===== src/rtl/fifo_ctrl.sv =====
// fifo_ctrl: pointer/occupancy controller for a FIFO built on a 1-cycle registered-read RAM.
// Ports: clk, reset (async, active-high); push/pop/data_in requests; umbral_alto/umbral_bajo
//        thresholds latched in INIT; ram_* drive the RAM; valid_out tags RAM data_out;
//        count/full/empty/almost_full/almost_empty occupancy flags; error is sticky.
module fifo_ctrl #(
    parameter int DATA_BITS = 10,
    parameter int ADDR_BITS = 3
) (
    input  logic                 clk,
    input  logic                 reset,
    input  logic                 push,
    input  logic                 pop,
    input  logic [DATA_BITS-1:0] data_in,
    input  logic [ADDR_BITS:0]   umbral_alto,
    input  logic [ADDR_BITS:0]   umbral_bajo,
    output logic [DATA_BITS-1:0] ram_data_in,
    output logic                 ram_write,
    output logic                 ram_read,
    output logic [ADDR_BITS-1:0] ram_addr_write,
    output logic [ADDR_BITS-1:0] ram_addr_read,
    output logic                 valid_out,
    output logic [ADDR_BITS:0]   count,
    output logic                 full,
    output logic                 empty,
    output logic                 almost_full,
    output logic                 almost_empty,
    output logic                 error
);

    typedef enum logic [1:0] {
        S_INIT   = 2'd0,
        S_ACTIVE = 2'd1,
        S_ERROR  = 2'd2
    } state_t;

    localparam logic [ADDR_BITS:0]   DEPTH   = {1'b1, {ADDR_BITS{1'b0}}};
    localparam logic [ADDR_BITS:0]   CNT_ONE = 1;
    localparam logic [ADDR_BITS-1:0] PTR_ONE = 1;

    state_t               state;
    state_t               state_nxt;
    logic [ADDR_BITS-1:0] wr_ptr;
    logic [ADDR_BITS-1:0] rd_ptr;
    logic [ADDR_BITS:0]   cnt;
    logic [ADDR_BITS:0]   thr_hi;
    logic [ADDR_BITS:0]   thr_lo;
    logic                 valid_q;

    logic active;
    logic is_full;
    logic is_empty;
    logic push_ok;
    logic pop_ok;
    logic ovf;
    logic udf;

    assign active   = (state == S_ACTIVE);
    assign is_full  = (cnt == DEPTH);
    assign is_empty = (cnt == '0);

    // A pop frees a slot on the same edge, so a full FIFO still takes a push
    // when the pop alongside it is accepted.
    assign pop_ok  = active & pop & ~is_empty;
    assign push_ok = active & push & (~is_full | pop_ok);
    assign ovf     = active & push & is_full & ~pop;
    assign udf     = active & pop & is_empty;

    always_ff @(posedge clk or posedge reset) begin
        if (reset) begin
            state <= S_INIT;
        end else begin
            state <= state_nxt;
        end
    end

    always_comb begin
        state_nxt = state;
        unique case (state)
            S_INIT:   state_nxt = S_ACTIVE;
            S_ACTIVE: if (ovf | udf) state_nxt = S_ERROR;
            S_ERROR:  state_nxt = S_ERROR;
            default:  state_nxt = S_INIT;
        endcase
    end

    always_comb begin
        ram_write    = 1'b0;
        ram_read     = 1'b0;
        error        = 1'b0;
        full         = is_full;
        empty        = is_empty;
        // Thresholds are still zero during INIT; hold the reset flag values.
        almost_full  = (state != S_INIT) && (cnt >= thr_hi);
        almost_empty = (state == S_INIT) || (cnt <= thr_lo);
        unique case (state)
            S_ACTIVE: begin
                ram_write = push_ok;
                ram_read  = pop_ok;
            end
            S_ERROR:  error = 1'b1;
            default:  ;
        endcase
    end

    always_ff @(posedge clk or posedge reset) begin
        if (reset) begin
            wr_ptr  <= '0;
            rd_ptr  <= '0;
            cnt     <= '0;
            thr_hi  <= '0;
            thr_lo  <= '0;
            valid_q <= 1'b0;
        end else begin
            valid_q <= pop_ok;
            if (state == S_INIT) begin
                thr_hi <= umbral_alto;
                thr_lo <= umbral_bajo;
            end
            if (push_ok) wr_ptr <= wr_ptr + PTR_ONE;
            if (pop_ok)  rd_ptr <= rd_ptr + PTR_ONE;
            unique case ({push_ok, pop_ok})
                2'b10:   cnt <= cnt + CNT_ONE;
                2'b01:   cnt <= cnt - CNT_ONE;
                default: cnt <= cnt;
            endcase
        end
    end

    assign ram_data_in    = data_in;
    assign ram_addr_write = wr_ptr;
    assign ram_addr_read  = rd_ptr;
    assign valid_out      = valid_q;
    assign count          = cnt;

endmodule


===== config.mk =====
export PLATFORM = sky130hd
export DESIGN_NAME = fifo_ctrl
export DESIGN_NICKNAME = d
export VERILOG_FILES = /design/src/rtl/fifo_ctrl.sv
export SDC_FILE = /design/constraint.sdc
export NUM_CORES = 1
export LEC_CHECK = 0
export CORE_MARGIN = 2
export CORE_UTILIZATION = 46
export DETAILED_ROUTE_END_ITERATION = 8
export HOLD_SLACK_MARGIN = 0.1
export PLACE_DENSITY = 0.84
export SETUP_SLACK_MARGIN = 0.2
export SKIP_LAST_GASP = 1
export SLEW_MARGIN = 30
export SYNTH_ARGS = -nofsm -noshare
export SYNTH_HDL_FRONTEND = slang
export SYNTH_SLANG_ARGS = --single-unit

===== constraint.sdc =====
create_clock -name clk -period 3.5 [get_ports clk]
set_input_delay 0.525 -clock clk [delete_from_list [all_inputs] [get_ports clk]]
set_output_delay 0.525 -clock clk [all_outputs]
set_load 0.005 [all_outputs]

==> flow_summary.ini <==
[power]
switchingPower_uw = 480.2
p_comb_frac = 0.544
p_per_area_nw_per_um2 = 820.1
peakVddDrop_v = 0.0005443
p_int_uw = 788.1
power_frac_seq = 0.363
clkPwrFrac = 0.093
finalPower_uw = 1268
p_sw_frac = 0.3786
p_leak_uw = 0.0007000

[timing]
setup_viol = 0
slew_viol_final = 0
slew_headroom = 0.4708
period_needed_ns = 2.899
hold_viol = 0
fin_tns_setup_ns = 0
period_share = 0.8282
skew_ns = 0.002296
holdWs_ns = 0.4732
rsz0062_at_grt = no
tightest_slew_ns = 0.7929
fmax_mhz = 345.0

[worst_hold_path]
worstHoldPathType = reg -> reg
hold_end = ram_addr_write[2]$_DFFE_PP0P_
min-delay-start = ram_addr_write[2]$_DFFE_PP0P_
whs_path_depth = 1

[logic_synthesis]
yosys.area.top_type = dfrtp_1
ys_ff_latch = 21
synth_cell_types = 33
synth-warning-count = 0
syn_inst = 124
netlist_top_cells_area = dfrtp_1, ha_1, buf_4
async_reset_ff_frac = 1.000
synth_top_area_share = 0.4130
yosysSeqAreaShare = 0.4130
synth_area_sq_um = 1272
postSynthAreaPerCell_sq_um = 10.26
ys.flop_type = dfrtp_1
synth-edff-count = 0
synth_nets = 160

[routing]
wirelength_um = 2230
vias_per_cell = 5.102
drt_first_pass_iters = 4
ant_nets = 0
vias = 898
drc = 0
wire_per_inst_um = 12.67
initialDrtViolationCount = 24

[clock_network]
cts_tree = done
ctsResizeCount = 0
insertion_delay_ns = 0.30
clockRootBuffer = clkbuf_4
cts_buffers = 3
clk_path_buf_depth = 2
clk_pin_slew_ns = 0.12
cts_hold_buf = 0
post-cts-setup-buffer-count = 0
htreeDepth = 1
cts.sinks = 21

[final_layout]
antennaDiodeCount = 0
final_cells = 176
design_area_sq_um = 1546
fill_cells = 230
regArea_sq_um = 525.5
drive_above_1_share = 0.08276
nets = 182
syn2layout_area_growth_pct = 21.53
multiInputGateArea_sq_um = 626.9

[global_routing]
grt_pass1_vias = 909
grt_max_degree = 22
grt_pass1_wl_um = 4043
antenna_found_initial = 0
gr-total-overflow = 0
track_usage = 0.1585

[floorplanning]
die_y_um = 56.60
io_pins = 50
initial_core_util = 0.4737
dieArea_sq_um = 3203
rows = 19
coreArea_sq_um = 2686
die_x_um = 56.60

[worst_setup_path]
r2r_cells = 10
r2r_end = count[2]$_DFFE_PP0P_
critPathLaunchType = register
critPathKind = reg -> out
cp.arrival_ns = 2.37
path_max_fanout = 8
reg2reg_setup_slack_ns = 1.41
rr_startpoint = state[1]$_DFFE_PP0P_
critPathCaptureType = output port
cp.required_ns = 2.97

[status]
status = finished, final reports clean

[placed_design]
dp.cells = 172
io_buffers = 29
hpwl_um = 1765
place.gp.congestion = 0.7391
place_area_sq_um = 1519

[job]
cap_violations = 0
final cells by class:
type                    count  share of cell area
clock inverters             1            0.003236
flip-flops and latches     21              0.3398
repair buffers             29              0.1877
clock buffers               3             0.01456
well taps                  31             0.02508
multi-input cells          81              0.4053
inverters                  10             0.02427
critical path, stage by stage, from the launching register on:
cell and delay, ns:
dfrtp_1 0.54, inv_1 0.11, ha_1 0.30, nand2b_1 0.14, a21o_1 0.17, a21o_1 0.16, a21oi_1 0.13, nor2_1 0.05
clkdlybuf4s50_1 0.47
cell families (layout without fill, tap and decap cells):
logic type | after synthesis | count (layout) | share of synthesized area
and+or+nand+nor | 31 | 31 | 0.1396
AOI/OAI and AO/OA | 23 | 23 | 0.1150
buffers and inverters | 22 | 43 | 0.09440
DFF | 21 | 21 | 0.4130
adders and majority gates | 14 | 14 | 0.1377
xor gates and xnor gates | 7 | 7 | 0.04818
muxes | 6 | 6 | 0.05211
cell usage after synthesis (all sizes together), types with 3 or more instances:
cell	instances
nor2	5
xnor2	3
mux2	5
nor3	3
ha	14
dfrtp	21
buf	10
nand2	13
o21ai	10
xor2	4
inv	10
a21oi	7
state kept, by name (all words and copies together) (netlist names):
| register | flops |
|---|---|
| count | 4 |
| ram_addr_read | 3 |
| ram_addr_write | 3 |
| state | 2 |
| thr_hi | 4 |
| thr_lo | 4 |
| valid_out | 1 |
cell usage in the layout, fill, tap and decap left out, types with 3 or more instances in the layout:
cell              n
clkdlybuf4s50_1  29
inv_1            10
nor2_1            4
a21oi_1           5
xnor2_1           3
ha_1             14
mux2_1            3
nand2_1          13
clkbuf_4          3
xor2_1            4
o21ai_0           9
dfrtp_1          21
worst max-delay path by stage:
| stage | from | endpoint | slack [ns] | depth (start not counted) |
|---|---|---|---|---|
| floorplan | count[0]$_DFFE_PP0P_ | almost_full | 1.47 | 7 |
| detailed placement | count[0]$_DFFE_PP0P_ | almost_full | 0.94 | 8 |
| global placement | push | ram_write | 0.99 | 4 |
| finish | count[0]$_DFFE_PP0P_ | almost_full | 0.60 | 8 |
| CTS | count[0]$_DFFE_PP0P_ | almost_full | 0.58 | 8 |
| global route | count[0]$_DFFE_PP0P_ | almost_full | 0.42 | 8 |
per-stage QoR:
stage / utilization / setup slack [ns]
floorplan: - / 1.471
global placement: 0.5654 / 0.9894
detailed placement: 0.5654 / 0.9442
CTS: 0.5757 / 0.5811
global route: 0.5757 / 0.4241
finish: 0.5757 / 0.6012
power groups by stage:
stage	registers (uW)	clock network [uW]	logic, uW
after global routing	483	134	792
after CTS	463	125	703
after floorplan	455	0	426
after detailed placement	470	0	698
after global placement	461	0	665
final	460	118	690
metal layers:
metal / global-route usage / vias up / wire [um]
li1: - / 450 / -
met1: 0.2006 / 411 / 954
met2: 0.2658 / 33 / 1066
met3: 0.04147 / 4 / 196
met4: 0.04422 / 0 / 12
met5: 0 / - / 0
Note: power is estimated with default switching activity, not from simulation.
